===== src/rtl/rst_seq_gen.sv =====
// Reset sequencer: holds RSTN_OUT low ASSERT_CYCLES edges, raises RST_DONE RELEASE_DELAY edges later, re-issues on request.
// All outputs registered (one-edge latency); HOLD_REQ stretches reset. Define RST_SEQ_WDOG_EN to add the S_RUN watchdog.
module rst_seq_gen #(
  parameter int ASSERT_CYCLES = 8,
  parameter int RELEASE_DELAY = 4,
  parameter int CNT_W         = 8,
  parameter int WDOG_CYCLES   = 255
) (
  input  logic             CLK,
  input  logic             RST,
  input  logic             SW_RST_REQ,
  input  logic             HOLD_REQ,
`ifdef RST_SEQ_WDOG_EN
  input  logic             WDOG_KICK,
  output logic             WDOG_FIRED,
`endif
  output logic             RSTN_OUT,
  output logic             RST_DONE,
  output logic [1:0]       STATE,
  output logic [CNT_W-1:0] RST_CNT
);

  localparam longint CNT_MAX = (64'd1 << CNT_W) - 64'd1;

  if (ASSERT_CYCLES < 1 || RELEASE_DELAY < 1) begin : g_bad_cycles
    $error("rst_seq_gen: ASSERT_CYCLES and RELEASE_DELAY must be >= 1");
  end

  if (ASSERT_CYCLES > CNT_MAX || RELEASE_DELAY > CNT_MAX || WDOG_CYCLES > CNT_MAX) begin : g_bad_width
    $error("rst_seq_gen: CNT_W too narrow for configured cycle counts");
  end

  localparam logic [CNT_W-1:0] ASSERT_LAST = CNT_W'(ASSERT_CYCLES - 1);
  localparam logic [CNT_W-1:0] SETTLE_LAST = CNT_W'(RELEASE_DELAY - 1);

  typedef enum logic [1:0] {
    S_ASSERT = 2'd0,
    S_WAIT   = 2'd1,
    S_SETTLE = 2'd2,
    S_RUN    = 2'd3
  } state_t;

  state_t           state;
  state_t           state_nxt;
  logic [CNT_W-1:0] cnt;
  logic [CNT_W-1:0] cnt_nxt;
  logic             wdog_to;
  logic             reissue;
  logic             rstn_nxt;
  logic             done_nxt;

  // A re-issue request only counts once the downstream reset has been released.
  assign reissue = (state == S_SETTLE || state == S_RUN) && (SW_RST_REQ || wdog_to);

  always_ff @(posedge CLK) begin
    if (RST) begin
      state <= S_ASSERT;
    end else begin
      state <= state_nxt;
    end
  end

  always_comb begin
    state_nxt = state;
    cnt_nxt   = cnt;
    unique case (state)
      S_ASSERT: begin
        if (cnt == ASSERT_LAST) begin
          cnt_nxt   = '0;
          state_nxt = HOLD_REQ ? S_WAIT : S_SETTLE;
        end else begin
          cnt_nxt = cnt + 1'b1;
        end
      end
      S_WAIT: begin
        if (!HOLD_REQ) begin
          cnt_nxt   = '0;
          state_nxt = S_SETTLE;
        end
      end
      S_SETTLE: begin
        if (reissue) begin
          cnt_nxt   = '0;
          state_nxt = S_ASSERT;
        end else if (cnt == SETTLE_LAST) begin
          cnt_nxt   = '0;
          state_nxt = S_RUN;
        end else begin
          cnt_nxt = cnt + 1'b1;
        end
      end
      S_RUN: begin
        if (reissue) begin
          cnt_nxt   = '0;
          state_nxt = S_ASSERT;
        end
      end
      default: begin
        cnt_nxt   = '0;
        state_nxt = S_ASSERT;
      end
    endcase
  end

  // Outputs are decoded from the next state so the registered copies line up with STATE.
  always_comb begin
    rstn_nxt = (state_nxt == S_SETTLE) || (state_nxt == S_RUN);
    done_nxt = (state_nxt == S_RUN);
  end

  always_ff @(posedge CLK) begin
    if (RST) begin
      cnt      <= '0;
      RSTN_OUT <= 1'b0;
      RST_DONE <= 1'b0;
      RST_CNT  <= '0;
    end else begin
      cnt      <= cnt_nxt;
      RSTN_OUT <= rstn_nxt;
      RST_DONE <= done_nxt;
      if (reissue && (RST_CNT != {CNT_W{1'b1}})) begin
        RST_CNT <= RST_CNT + 1'b1;
      end
    end
  end

  assign STATE = state;

`ifdef RST_SEQ_WDOG_EN
  localparam logic [CNT_W-1:0] WDOG_LAST = CNT_W'(WDOG_CYCLES - 1);

  logic [CNT_W-1:0] wdog_cnt;

  assign wdog_to = (state == S_RUN) && !WDOG_KICK && (wdog_cnt == WDOG_LAST);

  always_ff @(posedge CLK) begin
    if (RST) begin
      wdog_cnt   <= '0;
      WDOG_FIRED <= 1'b0;
    end else begin
      if (state != S_RUN || WDOG_KICK || reissue) begin
        wdog_cnt <= '0;
      end else begin
        wdog_cnt <= wdog_cnt + 1'b1;
      end
      if (wdog_to) begin
        WDOG_FIRED <= 1'b1;
      end
    end
  end
`else
  assign wdog_to = 1'b0;
`endif

endmodule


===== config.mk =====
export PLATFORM = sky130hd
export DESIGN_NAME = rst_seq_gen
export DESIGN_NICKNAME = d
export VERILOG_FILES = /design/src/rtl/rst_seq_gen.sv
export SDC_FILE = /design/constraint.sdc
export NUM_CORES = 1
export LEC_CHECK = 0
export CORE_MARGIN = 1.5
export CORE_UTILIZATION = 40
export DETAILED_ROUTE_END_ITERATION = 7
export GPL_ROUTABILITY_DRIVEN = 0
export PLACE_DENSITY = 0.7
export SLEW_MARGIN = 30
export SYNTH_ARGS = -nofsm -noshare
export SYNTH_HDL_FRONTEND = slang
export SYNTH_SLANG_ARGS = --single-unit

===== constraint.sdc =====
create_clock -name CLK -period 4.3 [get_ports CLK]
set_input_delay 0.645 -clock CLK [delete_from_list [all_inputs] [get_ports CLK]]
set_output_delay 0.645 -clock CLK [all_outputs]
set_load 0.05 [all_outputs]

# Word level (Yosys, flattened, before mapping)
# Index checks and enable logic that the tools add are counted.
# Widths: inputs -> output; s select.
word_totals:
  register_bits: 20
  in_bits: 4
  out_inout_bits: 12
op_classes:
  n_addsub: 2
  n_eq_ne: 10
  n_mux: 13
  n_reduce_logical: 6
op_table:
  columns: ["op", "count"]
  rows:
  - ["$mux 8", 5]
  - ["$pmux 8 s4", 1]
  - ["$add 8x1->8 const B", 2]
  - ["$mux 2", 6]
  - ["$eq 2x2->1 const B", 4]
  - ["$eq 8x2->1 const B", 1]
  - ["$eq 8x3->1 const B", 1]
  - ["$ne 8x8->1 const B", 1]
  - ["$pmux 2 s4", 1]
  - ["$ne 2x2->1 const B", 2]
  - ["$eq 2x1->1 const B", 1]
  - ["$logic_and 1x1->1", 2]
  - ["$logic_not 2->1", 1]
  - ["$logic_or 1x1->1", 2]
  - ["$reduce_and 2->1", 1]

# Longest topological paths before layout
# Gate-level depths: netlist of the first run.
depth:
  depth_word: 7
  mapped_depth: 6
  ltp_nobuf: 5

# Worst setup path before layout of the first run
# OpenSTA, ideal clock, no wires.
synth_path:
  path_type: "register to register"
  start: "reg state[1] (netlist: STATE[1])"
  end: "reg cnt[3]"
  t_arrival_ns: 1.757
  setup_slack_ns: 2.474
  stages_incl_launch_ff: 7
  n_path_buf: 2
  synth_period_minus_slack_ns: 1.826
  cell_sequence: "dfxtp_1 -> buf_2 -> nor2b_1 -> o21a_1 -> buf_2 -> or3_1 -> a21oi_1"
synth_via:
  elab_chain_len: 5
  elab_cells_between_ends: 11
  classes_between: "eq/ne: 5; mux: 2; reduce/logical: 4"
synth_lines:
  columns: ["element", "line_no", "rtl"]
  rows:
  - ["start: declaration", "43", "state_t state;"]
  - ["start signal: assignment", "59", "state <= state_nxt;"]
  - ["$eq 2x2->1", "53, 66", null]
  - ["$logic_or 1x1->1", "53", "assign reissue = (state == S_SETTLE || state == S_RUN) && (SW_RST_REQ || wdog_to);"]
  - ["$logic_and 1x1->1", "53", null]
  - ["$mux 8 / $ne 2x2->1 (equally long branches)", null, null]
  - ["$pmux 8 s4 / $reduce_and 2->1 (equally long branches)", null, null]
  - ["end signal: assignment", "118", "cnt <= cnt_nxt;"]
  - ["end: declaration", "45", "logic [CNT_W-1:0] cnt;"]
# Several ways; a longest one is shown, not always the timed one.
# A chain may end at the register's enable or synchronous reset.

==> flow_metrics.tcl, run 1 <==
set metrics [dict create \
    rows 17 \
    cp-startpoint "STATE[1]$_SDFF_PP0_" \
    setup_violations 0 \
    dieArea_um2 2780 \
    antenna_left 0 \
    synth_largest_area_cell "dfxtp_1" \
    via_count 844 \
    cp_data_required_time_ns 3.65 \
    crit_buf_inv 1 \
    cts_resized 0 \
    die_w_um 52.7 \
    drcViolationCount 0 \
    hp-class "reg2reg" \
    fin_skew_ns 0.00671 \
    drt_wl_total_mm 1.86 \
    ir_worst_vdd_v 0.000161 \
    hold_violations 0 \
    drt-initial-drc-count 16 \
    seq_area_frac_synth 0.385 \
    cts_setup_buffers 0 \
    power_density_nw_per_um2 253 \
    layout_common_cells "19 x dfxtp_1, 15 x clkdlybuf4s50_1, 9 x a21oi_1, 9 x nor2_1, 5 x o21ai_0" \
    switching_share 0.246 \
    min_period_over_period 0.549 \
    cpMaxStageDelayCell "clkdlybuf4s50_1" \
    port_buffers 15 \
    drive_above_1_share 0.106 \
    yosys-top-cells-area "dfxtp_1 38%, a21oi_1 4.6%, nor2_1 3.4%" \
    grt_pass1_wl_mm 3.11 \
    mostFrequentLayoutCell "dfxtp_1" \
    cp-end-kind "output port" \
    root_buffer "clkbuf_4" \
    power_mw 0.296 \
    status "finished, final reports clean" \
    syn-cell-area_um2 988 \
    io_pins 16 \
    finalSetupTns_ns 0 \
    grt_pass1_vias 713 \
    cell_internal_pwr_mw 0.223 \
    syn_nets 116 \
    cts_tree "built" \
    start_util 0.434 \
    dr.pass1.iters 4 \
    tightest_slew_ns 0.501 \
    synthCells 110 \
    diodes 0 \
    max_freq_mhz 424 \
    core_um2 2280 \
    die_h_um 52.7 \
    r2r_slack_ns 2.56 \
    p_clk_frac 0.318 \
    comb_power_share 0.066 \
    cts_buffer_depth 2 \
    groute.usage.overall 0.154 \
    hpwl_mm 1.37 \
    seqPwrFrac 0.615 \
    cts_buffers 3 \
    drv_cap 0 \
    critical_path_depth 1 \
    area_growth_pct 18.4 \
    postSynthAreaPerCell_um2 8.99 \
    netlist.area_leader.share 0.385 \
    worstPathCellList "clkdlybuf4s50_1" \
    drv_slew 0 \
    power_leakage_nw 0.394 \
    ff2ff_path_depth 4 \
    h-tree-depth 1 \
    period_needed_ns 2.36 \
    ctsHoldBuffers 0 \
    worstSetupPathType "reg2out" \
    fillCellCount 206 \
    nNetsFinal 130 \
    grt_max_degree 13 \
    relSlewSlack 0.665 \
    wire_per_inst_um 12.3 \
    path_clk_slew_ns 0.12 \
    cp_max_fo 12 \
    grt-ovfl-total 0 \
    crit_family "buffers and inverters" \
    clk_latency_ns 0.31 \
    crit_end "RSTN_OUT" \
    ys_types 39 \
    clock_sinks 19 \
    yosysWarnings 0 \
    worstPathArrival_ns 1.71 \
    grt_setup_unrepaired "false" \
    start_kind "register" \
    reg2reg_from "STATE[1]$_SDFF_PP0_" \
    antenna_found_initial 0 \
    ys_seq_elements 19 \
    critical_path.max_stage_delay_ns 0.87 \
    drt-vias-per-instance 5.59 \
    timing.rr.end "cnt[5]$_SDFFE_PP0P_" \
    switchingPower_mw 0.0729 \
]
[synth_stat cells]
library cell / n
nand2_1: 3
o21bai_1: 2
a31oi_1: 3
a21bo_2: 1
nand3_1: 4
nor3b_4: 1
xnor2_1: 1
nor3_1: 2
or4_4: 1
xor2_1: 3
o211ai_1: 1
or4_1: 2
ha_1: 2
a31o_2: 1
mux2i_1: 2
inv_1: 4
nand3b_1: 1
buf_2: 4
nand2b_1: 2
nor2b_4: 1
a21oi_1: 9
and2_1: 1
buf_4: 1
dfxtp_1: 19
nor4_2: 1
nor2_1: 9
o21a_1: 2
a32o_1: 1
and4_1: 3
nor3b_2: 1
clkbuf_1: 1
nand4_1: 4
o221a_2: 1
a211oi_1: 2
mux2_2: 1
or3_1: 3
nor2b_1: 3
o21ai_0: 5
o31ai_1: 2
[registers in the layout, indices dropped and copies added, names as in the netlist]
| name | cells |
|---|---|
| cnt | 8 |
| STATE | 2 |
| RST_DONE | 1 |
| RST_CNT | 8 |
[cells by family after synthesis]
family	Yosys count	share of synthesized area
AOI/OAI and AO/OA	30	0.199
xor gates and xnor gates	4	0.0354
adders and majority gates	2	0.0253
buffers and inverters	10	0.0468
DFF	19	0.385
muxes	3	0.0316
and+or+nand+nor	42	0.277
[through the flow]
| stage | hold WS, ns | utilization | cells | area [µm²] | setup WS (ns) |
|---|---|---|---|---|---|
| 6_report | 0.524 | 0.514 | 151 | 1170 | 1.94 |
| 3_5_place_dp | 0.505 | 0.502 | 147 | 1140 | 1.92 |
| 5_1_grt | 0.561 | 0.514 | 151 | 1170 | 1.85 |
| 4_1_cts | 0.523 | 0.514 | 151 | 1170 | 1.94 |
| 2_1_floorplan | 0.472 | - | 110 | 988 | 2.47 |
| 3_3_place_gp | 0.491 | 0.502 | 147 | 1140 | 1.96 |
[cell type report]
class,instances,area [µm²],share of cell area
clock buffers,3,22.5,0.0193
clock inverters,1,5.00,0.00428
inverters,4,15.0,0.0128
multi-input cells,81,562,0.480
flip-flops and latches,19,380,0.325
well taps,28,35.0,0.0299
repair buffers,15,150,0.128
[worst min path at each step]
stage | start | to | slack, ns | cells past startpoint
floorplan | cnt[6]$_SDFFE_PP0P_ | cnt[6]$_SDFFE_PP0P_ | 0.47 | 2
global placement | cnt[6]$_SDFFE_PP0P_ | cnt[6]$_SDFFE_PP0P_ | 0.49 | 2
detailed placement | cnt[5]$_SDFFE_PP0P_ | cnt[5]$_SDFFE_PP0P_ | 0.50 | 2
CTS | cnt[5]$_SDFFE_PP0P_ | cnt[5]$_SDFFE_PP0P_ | 0.52 | 2
global route | cnt[6]$_SDFFE_PP0P_ | cnt[6]$_SDFFE_PP0P_ | 0.56 | 2
finish | cnt[6]$_SDFFE_PP0P_ | cnt[6]$_SDFFE_PP0P_ | 0.52 | 2
[power groups by stage]
stage / sequential (mW) / clock [mW] / combinational (mW)
2_1_floorplan: 0.184 / 0 / 0.0142
5_1_grt: 0.183 / 0.104 / 0.0216
3_3_place_gp: 0.186 / 0 / 0.0190
3_5_place_dp: 0.186 / 0 / 0.0198
6_report: 0.182 / 0.0942 / 0.0196
4_1_cts: 0.182 / 0.0983 / 0.0199
[metal layers]
layer / track usage / vias to the layer above / routed length, µm
li1: - / 435 / -
met1: 0.206 / 388 / 934
met2: 0.229 / 16 / 821
met3: 0.0257 / 5 / 63
met4: 0.0897 / 0 / 44
met5: 0 / - / 0
Power figures use the tool's default switching activity.
==> run 2, diff against run 1 <==
--- a/config.mk
+++ b/config.mk
@@ -9,7 +9,7 @@
 export CORE_UTILIZATION = 40
 export DETAILED_ROUTE_END_ITERATION = 7
 export GPL_ROUTABILITY_DRIVEN = 0
-export PLACE_DENSITY = 0.7
+export PLACE_DENSITY = 0.72
 export SLEW_MARGIN = 30
 export SYNTH_ARGS = -nofsm -noshare
 export SYNTH_HDL_FRONTEND = slang
==> constraint.sdc (replaced) <==
create_clock -name CLK -period 2.1 [get_ports CLK]
set_input_delay 0.315 -clock CLK [delete_from_list [all_inputs] [get_ports CLK]]
set_output_delay 0.315 -clock CLK [all_outputs]
set_load 0.05 [all_outputs]
==> run 2 against run 1 <==
Effect of this change: via count grew 3.3%; non-clock buffer count grew 2; clock skew shrank 0.0059 ns; critical path depth is the same; combinational power grew 120%; first-iteration DRC count grew 50%; sequential power grew 100%; cell count grew 1.3%; clock power grew 100%; register-to-register slack lost 2.2 ns; sequential share of layout area shrank 0.38 points.
==> flow_metrics.tcl, run 2 (synthesis results as in run 1) <==
set metrics [dict create \
    status "finished, final reports clean" \
    cts_tree "built" \
    clock_sinks 19 \
    drt-vias-per-instance 5.70 \
    grt_max_degree 13 \
    mostFrequentLayoutCell "dfxtp_1" \
    cts_buffer_depth 2 \
    min_period_over_period 0.967 \
    cp_max_fo 12 \
    fin_skew_ns 0.000789 \
    place_ws_ns 0.0684 \
    path_clk_slew_ns 0.11 \
    final_area_um2 1180 \
    drv_slew 0 \
    critical_path.max_stage_delay_ns 0.87 \
    switchingPower_mw 0.143 \
    drv_cap 0 \
    fillCellCount 233 \
    hp-class "reg2reg" \
    hold_ws_ns 0.534 \
    crit_buf_inv 1 \
    max_freq_mhz 493 \
    via_count 872 \
    dr.pass1.iters 4 \
    die_w_um 52.7 \
    dp.cells 149 \
    dieArea_um2 2780 \
    area_growth_pct 19.7 \
    seqPwrFrac 0.617 \
    power_leakage_nw 0.402 \
    cpMaxStageDelayCell "clkdlybuf4s50_1" \
    groute.usage.overall 0.175 \
    hold_violations 0 \
    core_um2 2280 \
    h-tree-depth 1 \
    comb_power_share 0.070 \
    switching_share 0.237 \
    rows 17 \
    tightest_slew_ns 0.505 \
    cp_data_required_time_ns 1.78 \
    period_needed_ns 2.03 \
    crit_family "buffers and inverters" \
    p_clk_frac 0.312 \
    cts_setup_buffers 0 \
    start_util 0.434 \
    start_kind "register" \
    ir_worst_vdd_v 0.000305 \
    io_pins 16 \
    grt_setup_unrepaired "false" \
    cell_internal_pwr_mw 0.461 \
    clk_latency_ns 0.30 \
    power_density_nw_per_um2 510 \
    wire_per_inst_um 13.7 \
    hpwl_mm 1.53 \
    finalWorstSetupSlack_ns 0.0699 \
    cp-end-kind "output port" \
    power_mw 0.603 \
    cts_resized 0 \
    place_area_um2 1160 \
    cts_buffers 3 \
    antenna_found_initial 0 \
    relSlewSlack 0.662 \
    worstPathArrival_ns 1.72 \
    root_buffer "clkbuf_4" \
    port_buffers 15 \
    drt_wl_total_mm 2.10 \
    layout_common_cells "19 x dfxtp_1, 15 x clkdlybuf4s50_1, 9 x a21oi_1, 9 x nor2_1, 5 x o21ai_0" \
    setup_violations 0 \
    antenna_left 0 \
    ctsHoldBuffers 0 \
    final_cells 153 \
    finalSetupTns_ns 0 \
    utilization 0.520 \
    drive_above_1_share 0.112 \
    drcViolationCount 0 \
    drt-initial-drc-count 24 \
    diodes 0 \
    grt_pass1_wl_mm 3.55 \
    grt_pass1_vias 836 \
    nNetsFinal 132 \
    worstSetupPathType "reg2out" \
    die_h_um 52.7 \
    grt-ovfl-total 0 \
    worstPathCellList "clkdlybuf4s50_1" \
]
[run 2: cell count changes in the layout (fill, tap and decap cells not counted)]
cell      before  now
clkinv_2       1    0
buf_4          0    2
clkbuf_1       0    1
[run 2: area by class of cell]
class / count / area (µm²) / share of cell area
Clock buffer: 4 / 26.3 / 0.0222
Inverter: 4 / 15.0 / 0.0127
Multi-Input combinational cell: 81 / 562 / 0.475
Sequential cell: 19 / 380 / 0.321
Tap cell: 28 / 35.0 / 0.0296
Timing Repair Buffer: 17 / 165 / 0.140
[run 2: power by group through the flow]
stage                     Combinational [mW]  Clock, mW  Sequential (mW)
after floorplan                       0.0292          0            0.377
after global placement                0.0402          0            0.380
after detailed placement              0.0422          0            0.381
after CTS                             0.0425      0.193            0.372
after global routing                  0.0476      0.209            0.374
final                                 0.0423      0.189            0.373
[run 2: tightest hold or removal path: stages (launching register included)]
cell and delay [ns]:
dfxtp_1 0.36, o31ai_1 0.08, a21oi_1 0.06
[run 2: routing by layer]
| metal | up-vias | GRT usage | part of all wire |
|---|---|---|---|
| li1 | 437 | - | - |
| met4 | 0 | 0.0897 | 0.019 |
| met1 | 411 | 0.221 | 0.48 |
| met2 | 19 | 0.285 | 0.46 |
| met3 | 5 | 0.0257 | 0.040 |
| met5 | - | 0 | 0 |
[run 2: path summary, 6_finish.rpt]
kind,from,endpoint,slack [ns],cells after the start
setup reg to reg,STATE[1]$_SDFF_PP0_,cnt[7]$_SDFFE_PP0P_,0.38,4
setup / recovery,STATE[1]$_SDFF_PP0_,RSTN_OUT,0.07,1
hold reg to reg,cnt[5]$_SDFFE_PP0P_,cnt[5]$_SDFFE_PP0P_,0.53,2
hold / removal,cnt[5]$_SDFFE_PP0P_,cnt[5]$_SDFFE_PP0P_,0.53,2
==> run 3, diff against run 2 <==
--- a/config.mk
+++ b/config.mk
@@ -9,6 +9,7 @@
 export CORE_UTILIZATION = 40
 export DETAILED_ROUTE_END_ITERATION = 7
 export GPL_ROUTABILITY_DRIVEN = 0
+export GPL_TIMING_DRIVEN = 0
 export PLACE_DENSITY = 0.72
 export SLEW_MARGIN = 30
 export SYNTH_ARGS = -nofsm -noshare
==> run 3 against run 2 <==
Effect of this change: cell count is 2.6% higher; sequential share of layout area is 0.47 points lower; register-to-register slack better by 0.10 ns; clock power is 3% lower; critical endpoint is now STATE[0].
==> flow_metrics.tcl, run 3 (synthesis results as in run 1) <==
set metrics [dict create \
    die_h_um 52.7 \
    period_needed_ns 1.95 \
    hold_violations 0 \
    hold_ws_ns 0.525 \
    area_growth_pct 21.5 \
    tightest_slew_ns 0.496 \
    grt_setup_unrepaired "false" \
    diodes 0 \
    antenna_found_initial 0 \
    grt_max_degree 12 \
    ir_worst_vdd_v 0.000304 \
    cp_data_required_time_ns 1.78 \
    holdCritStartpoint "cnt[6]$_SDFFE_PP0P_" \
    port_buffers 15 \
    cpMaxStageDelayCell "clkdlybuf4s50_1" \
    clk_latency_ns 0.29 \
    cts_resized 0 \
    h-tree-depth 1 \
    dieArea_um2 2780 \
    start_util 0.434 \
    via_count 888 \
    nNetsFinal 136 \
    reg2reg_from "cnt[4]$_SDFFE_PP0P_" \
    critical_path.max_stage_delay_ns 0.86 \
    switching_share 0.236 \
    cell_internal_pwr_mw 0.457 \
    die_w_um 52.7 \
    drive_above_1_share 0.140 \
    max_freq_mhz 514 \
    cp-end-kind "output port" \
    grt_pass1_wl_mm 3.21 \
    root_buffer "clkbuf_4" \
    seqPwrFrac 0.617 \
    core_um2 2280 \
    layout_common_cells "19 x dfxtp_1, 15 x clkdlybuf4s50_1, 9 x a21oi_1, 9 x nor2_1, 5 x o21ai_0" \
    fillCellCount 220 \
    ctsHoldBuffers 0 \
    dr.pass1.iters 4 \
    min_period_over_period 0.927 \
    relSlewSlack 0.668 \
    cp_max_fo 8 \
    worstPathCellList "clkdlybuf4s50_1" \
    grt-ovfl-total 0 \
    fin_skew_ns 0.00882 \
    crit_family "buffers and inverters" \
    final_area_um2 1200 \
    status "finished, final reports clean" \
    power_leakage_nw 0.423 \
    cts_tree "built" \
    drt_wl_total_mm 1.94 \
    crit_buf_inv 1 \
    drv_slew 0 \
    cts_buffer_depth 2 \
    comb_power_share 0.075 \
    cts_buffers 3 \
    start_kind "register" \
    hp-class "reg2reg" \
    drv_cap 0 \
    ff2ff_path_depth 4 \
    final_cells 157 \
    grt_pass1_vias 798 \
    drt-vias-per-instance 5.66 \
    p_clk_frac 0.308 \
    power_density_nw_per_um2 498 \
    groute.usage.overall 0.155 \
    r2r_slack_ns 0.48 \
    rows 17 \
    worstSetupPathType "reg2out" \
    hold_path_depth 2 \
    whs_endpoint "cnt[6]$_SDFFE_PP0P_" \
    worstPathArrival_ns 1.63 \
    drcViolationCount 0 \
    timing.rr.end "cnt[1]$_SDFFE_PP0P_" \
    io_pins 16 \
    dp.cells 153 \
    power_mw 0.599 \
    path_clk_slew_ns 0.12 \
    switchingPower_mw 0.141 \
    mostFrequentLayoutCell "dfxtp_1" \
    finalSetupTns_ns 0 \
    cts_setup_buffers 0 \
    drt-initial-drc-count 16 \
    antenna_left 0 \
    place_area_um2 1170 \
    wire_per_inst_um 12.3 \
    setup_violations 0 \
    clock_sinks 19 \
    hpwl_mm 1.41 \
]
-- run 3: cell count changes in the layout (fill, tap and decap cells not counted) --
cell	previous run	this run
buf_2	0	4
buf_4	2	1
clkinv_2	0	1
-- run 3: per-layer routing --
layer,share of wire,GRT usage,vias to the layer above
met1,0.54,0.206,424
met4,0.0088,0.0855,0
met2,0.41,0.233,20
li1,-,-,442
met3,0.043,0.0286,2
met5,0,0,-
-- run 3: metrics by stage --
| step | util | setup WS, ns |
|---|---|---|
| 6_report | 0.528 | 0.154 |
| 5_1_grt | 0.528 | 0.0900 |
| 4_1_cts | 0.528 | 0.151 |
| 3_5_place_dp | 0.516 | 0.128 |
| 3_3_place_gp | 0.516 | 0.147 |
| 2_1_floorplan | - | 0.274 |
-- run 3: power by group through the flow --
stage / sequential [mW] / combinational [mW] / clock, mW
final: 0.369 / 0.0449 / 0.184
after global routing: 0.370 / 0.0486 / 0.207
after CTS: 0.369 / 0.0447 / 0.193
after detailed placement: 0.378 / 0.0445 / 0
after global placement: 0.377 / 0.0436 / 0
after floorplan: 0.377 / 0.0292 / 0
-- run 3: tightest hold or removal path, cell delays in order, from the launching register on --
cell and delay, ns:
dfxtp_1 0.34, o21ai_0 0.08, a21oi_1 0.06
-- run 3: area by class of cell --
type	instances	area [µm²]	area share
Multi-Input combinational cell	81	562	0.468
Buffer	6	31.3	0.0260
Timing Repair Buffer	15	150	0.125
Tap cell	28	35.0	0.0292
Clock buffer	3	22.5	0.0188
Sequential cell	19	380	0.317
Clock inverter	1	5.00	0.00417
Inverter	4	15.0	0.0125
-- run 3: worst max-delay path by stage --
| stage | cells after the start | endpoint | start | slack [ns] |
|---|---|---|---|---|
| final | 1 | STATE[0] | STATE[0]$_SDFF_PP0_ | 0.15 |
| after detailed placement | 6 | cnt[4]$_SDFFE_PP0P_ | SW_RST_REQ | 0.13 |
| after global placement | 6 | cnt[4]$_SDFFE_PP0P_ | SW_RST_REQ | 0.15 |
| after global routing | 1 | STATE[0] | STATE[0]$_SDFF_PP0_ | 0.09 |
| after CTS | 1 | STATE[0] | STATE[0]$_SDFF_PP0_ | 0.15 |
| after floorplan | 6 | cnt[3]$_SDFFE_PP0P_ | STATE[1]$_SDFF_PP0_ | 0.27 |
==> edit 1: new RTL, flow settings as in run 2 <==
Register the output `STATE` once more, cleared by the reset; this adds one clock of latency there. The other outputs are not delayed to match. Comments in the files are not updated.
--- a/src/rtl/rst_seq_gen.sv
+++ b/src/rtl/rst_seq_gen.sv
@@ -125,5 +125,11 @@
   end
 
-  assign STATE = state;
+  always_ff @(posedge CLK) begin
+    if (RST) begin
+      STATE <= '0;
+    end else begin
+      STATE <= state;
+    end
+  end
 
 `ifdef RST_SEQ_WDOG_EN
Check against the original RTL: not equivalent (a bounded check fails within 10 cycles, from zero or initial values and one cycle with RST high).
==> edit 1 against run 2 <==
  * Fmax up 7.1%
  * Non-clock buffer count unchanged
  * Synthesized area up 5.4%
  * Synthesized cell count up 7.3%
  * Total power up 6.8%
  * Setup slack better by 0.14 ns
  * Cell area up 4.5%
  * Utilization down 2.1 points
  * First-iteration DRC count unchanged
  * Routed wire length up 3.4%
  * Sequential cell count up 2
==> edit 1: results (changes against run 2) <==
* Clock power frac at 29.5% (was 31.2%)
* Worst-Margin Slew at 0.505 ns (about the same)
* R2r setup slk at 0.44 ns (was 0.38 ns)
* Internal power at 495 uW (was 461 uW)
* Regs by FF count: RST_CNT (8), cnt (8)
* CP endpoint: RST_CNT[0] (was RSTN_OUT)
* Worst hold slack at 0.501 ns (was 0.534 ns)
* Cts bufs inserted at 3 (unchanged)
* Xor and xnor fraction of the mapped netlist area at 1.68% (was 3.54%)
* CP max stage delay at 0.84 ns (was 0.87 ns)
* Final critical-path required period at 1.90 ns (was 2.03 ns)
* Nets at 141 (was 132)
* Pleak at 0.421 nW (was 0.402 nW)
* Post-synthesis adder-cell area fraction at 2.40% (was 2.53%)
* Worst-Skew Late Latency at 0.30 ns (about the same)
* Placement Setup Slack at 0.191 ns (was 0.0684 ns)
* Beginning of the critical path: RST_CNT[0] (was STATE[1])
* Share of cells above drive strength 1 at 11.2% (about the same)
* Vias in the first global route at 811 (was 836)
* Seq pwr at 412 uW (was 373 uW)
* Seq/Total Area, Yosys at 40.3% (was 38.5%)
* Post-DP HPWL at 1610 um (was 1530 um)
* Total power at 644 uW (was 603 uW)
* Hold-critical path endpoint: cnt[5] (unchanged)
* Largest cells by area after synthesis: dfxtp_1 (40%), a21oi_1 (4.3%), nor3_1 (4.3%) (was dfxtp_1 (38%), a21oi_1 (4.6%), nor2_1 (3.4%))
* Fill cells at 253 (was 233)
* Post-synthesis compound-gate area fraction at 20.8% (was 19.9%)
* Post-synth top cells: dfxtp_1 (21), nor2_1 (10), a21oi_1 (9), nor3_1 (9), nand2_1 (8) (was dfxtp_1 (19), a21oi_1 (9), nor2_1 (9))
* Reg2reg end: RST_CNT[1] (was cnt[7])
* Clock skew at 0.00668 ns (was 0.000789 ns)
* FF-to-FF path depth at 5 (was 4)
* Mux contribution to synthesized area at 2.88% (was 3.16%)
* Aggregate global-route resource usage at 16.2% (was 17.5%)
* Status: finished clean (unchanged)
* Critical path arrival at 1.58 ns (was 1.72 ns)
* Distinct cells, synth at 37 (was 39)
* Maximum vdd drop at 0.000387 V (was 0.000305 V)
* Wire per inst at 13.2 um (was 13.7 um)
* First-pass GRT wire length at 3460 um (was 3550 um)
-- edit 1: changes by cell type after synthesis, sizes merged, moves of 3 or more --
cell,change
nand2,+5
buf,-3
nor3,+7
and4,-3
o31ai,+3
nor2b,-3
-- edit 1: stage by stage --
stage,instances,cell area (sq um)
2_1_floorplan,118,1040
6_report,164,1240
3_5_place_dp,160,1210
4_1_cts,164,1240
5_1_grt,164,1240
3_3_place_gp,160,1210
-- edit 1: cell type report --
type | instances | area share [%]
sequential | 21 | 34.0
inverter | 3 | 0.910
tap | 30 | 3.03
clock buffer | 3 | 1.82
multi-input combinational | 89 | 46.5
timing repair buffer | 17 | 13.3
clock inverter | 1 | 0.404
-- edit 1: layer usage --
layer / routed length [um] / vias up / GRT usage (%)
met5: 0 / - / 0
met2: 1030 / 14 / 25.4
met3: 92 / 2 / 6.39
met1: 1030 / 430 / 20.5
li1: - / 471 / -
met4: 14 / 0 / 4.58
==> edit 2: new RTL, flow settings as in run 2 <==
Without the edit above. Set the parameter `CNT_W` to 9 (it was 8).
--- a/src/rtl/rst_seq_gen.sv
+++ b/src/rtl/rst_seq_gen.sv
@@ -4,5 +4,5 @@
   parameter int ASSERT_CYCLES = 8,
   parameter int RELEASE_DELAY = 4,
-  parameter int CNT_W         = 8,
+  parameter int CNT_W         = 9,
   parameter int WDOG_CYCLES   = 255
 ) (
Interface: changed (resized RST_CNT); port bits go from 16 to 17. The function was not compared with the original's and may differ.
==> edit 2 against run 2 <==
  * Total power rose by 7.5%
  * Synthesized area rose by 1.0%
  * Sequential cell count rose by 2
  * Cell area rose by 4.2%
  * Die area rose by 0.95%
  * Critical path depth did not move
  * Fmax rose by 4.0%
  * Setup slack improved by 0.079 ns
  * Register-to-register slack got worse by 0.11 ns
  * Routed wire length fell by 3.9%
  * Critical endpoint unchanged
  * Highest routed layer unchanged
==> edit 2: results (changes against run 2) <==
* Pleak at 0.440 nW (was 0.402 nW)
* Critical path arrival at 1.64 ns (was 1.72 ns)
* Largest cells by area after synthesis: dfxtp_1 (42%), a21oi_1 (5.5%), nor2_1 (4.5%) (was dfxtp_1 (38%), a21oi_1 (4.6%), nor2_1 (3.4%))
* Status: finished clean (unchanged)
* CP max-delay cell: clkdlybuf4s50_1 (unchanged)
* CP max stage delay at 0.85 ns (was 0.87 ns)
* Post-CTS Repair Setup Buffers at 0 (unchanged)
* Maximum vdd drop at 0.000388 V (was 0.000305 V)
* Clock skew at 0.00569 ns (was 0.000789 ns)
* H-Tree Level Count at 1 (unchanged)
* Yosys Warn Count at 0 (unchanged)
* Fin. Hold Viols at 0 (unchanged)
* Mapped Cells at 113 (was 110)
* Seq/Total Area, Yosys at 42.1% (was 38.5%)
* Longest Clk Path Bufs at 2 (unchanged)
* Reg2reg end: cnt[3] (was cnt[7])
* Crit-path max FO at 8 (was 12)
* Wire per inst at 12.5 um (was 13.7 um)
* Root buffer cell: clkbuf_4 (unchanged)
* Internal power at 498 uW (was 461 uW)
* R2r setup slk at 0.27 ns (was 0.38 ns)
* Share of cells above drive strength 1 at 8.96% (was 11.2%)
* Nets at 142 (was 132)
* Syn nets at 120 (was 116)
* First-pass GRT wire length at 3380 um (was 3550 um)
* Worst-Margin Slew at 0.500 ns (was 0.505 ns)
* Ys async rst share at 0% (unchanged)
* Distinct cells, synth at 35 (was 39)
* FF-to-FF path depth at 5 (was 4)
* Largest net degree at the start of global routing at 14 (was 13)
* Fin cells at 162 (was 153)
* Cts bufs inserted at 3 (unchanged)
* Initial DRT Pass Iterations at 4 (unchanged)
* CTS resizes at 0 (unchanged)
* Clock Pin Slew Worst Setup and Hold Paths at 0.12 ns
* CP endpoint: RSTN_OUT (unchanged)
* Family with the most delay on the worst path: buffers and inverters (unchanged)
* Vias in the first global route at 836 (unchanged)
* Ant. Diodes at 0 (unchanged)
* Worst-Skew Late Latency at 0.31 ns
* Startpoint Class: flop (unchanged)
* Seq pwr at 410 uW (was 373 uW)
* Vias at 888 (was 872)
* Initial drt markers at 6 (was 24)
* I/O Buffers at 16 (was 15)
* Aggregate global-route resource usage at 16.2% (was 17.5%)
* Post-synth top cells: dfxtp_1 (21), nor2_1 (12), a21oi_1 (11) (was dfxtp_1 (19), a21oi_1 (9), nor2_1 (9))
* P_comb at 40.7 uW (was 42.3 uW)
* Post-DP HPWL at 1530 um (about the same)
* Critical register-to-register path startpoint: cnt[0] (was STATE[1])
## edit 2: cell count changes after synthesis, moves of 3 or more
cell and delta:
or3_1 +3, xnor2_1 +4, buf_2 -3, nand4_1 -3
and4_1 -3, a31oi_1 -3, nor2_1 +3
## edit 2: per-stage QoR
stage	setup slack (ns)	total power [mW]	cell area [sq um]
global route	0.0869	0.680	1230
floorplan	0.107	0.445	998
finish	0.149	0.649	1230
detailed placement	0.0380	0.460	1210
global placement	0.0700	0.458	1210
CTS	0.129	0.658	1230
## edit 2: worst min-delay path by stage
stage,start,endpoint,slack (ns),cells past startpoint
final,cnt[5],cnt[5],0.50,2
after CTS,cnt[8],cnt[8],0.50,2
after detailed placement,cnt[8],cnt[8],0.48,2
after global routing,cnt[8],cnt[8],0.52,2
after global placement,cnt[8],cnt[8],0.47,2
after floorplan,RST,RST_DONE,0.39,1
## edit 2: layout make-up
type | count | area, sq um
flip-flops and latches | 21 | 420
inverters | 3 | 11.3
well taps | 28 | 35.0
clock buffers | 4 | 26.3
multi-input cells | 84 | 536
fillers | 211 | 1040
repair buffers | 22 | 205
## edit 2: cells by family (layout without fill, tap and decap cells)
logic type / Yosys count / count (layout) / share of synthesized area (%)
and+or+nand+nor: 45 / 45 / 24.1
xor gates and xnor gates: 6 / 6 / 5.26
adders and majority gates: 3 / 3 / 3.76
AOI/OAI and AO/OA: 26 / 26 / 16.4
muxes: 4 / 4 / 4.14
buffers and inverters: 8 / 29 / 4.26
DFF: 21 / 21 / 42.1
## edit 2: routing by layer
metal | vias to the layer above | share of wire, % | GRT usage (%)
met5 | - | 0 | 0
met1 | 418 | 44 | 16.3
li1 | 452 | - | -
met4 | 0 | 0.30 | 3.85
met2 | 16 | 51 | 31.3
met3 | 2 | 4.8 | 5.65
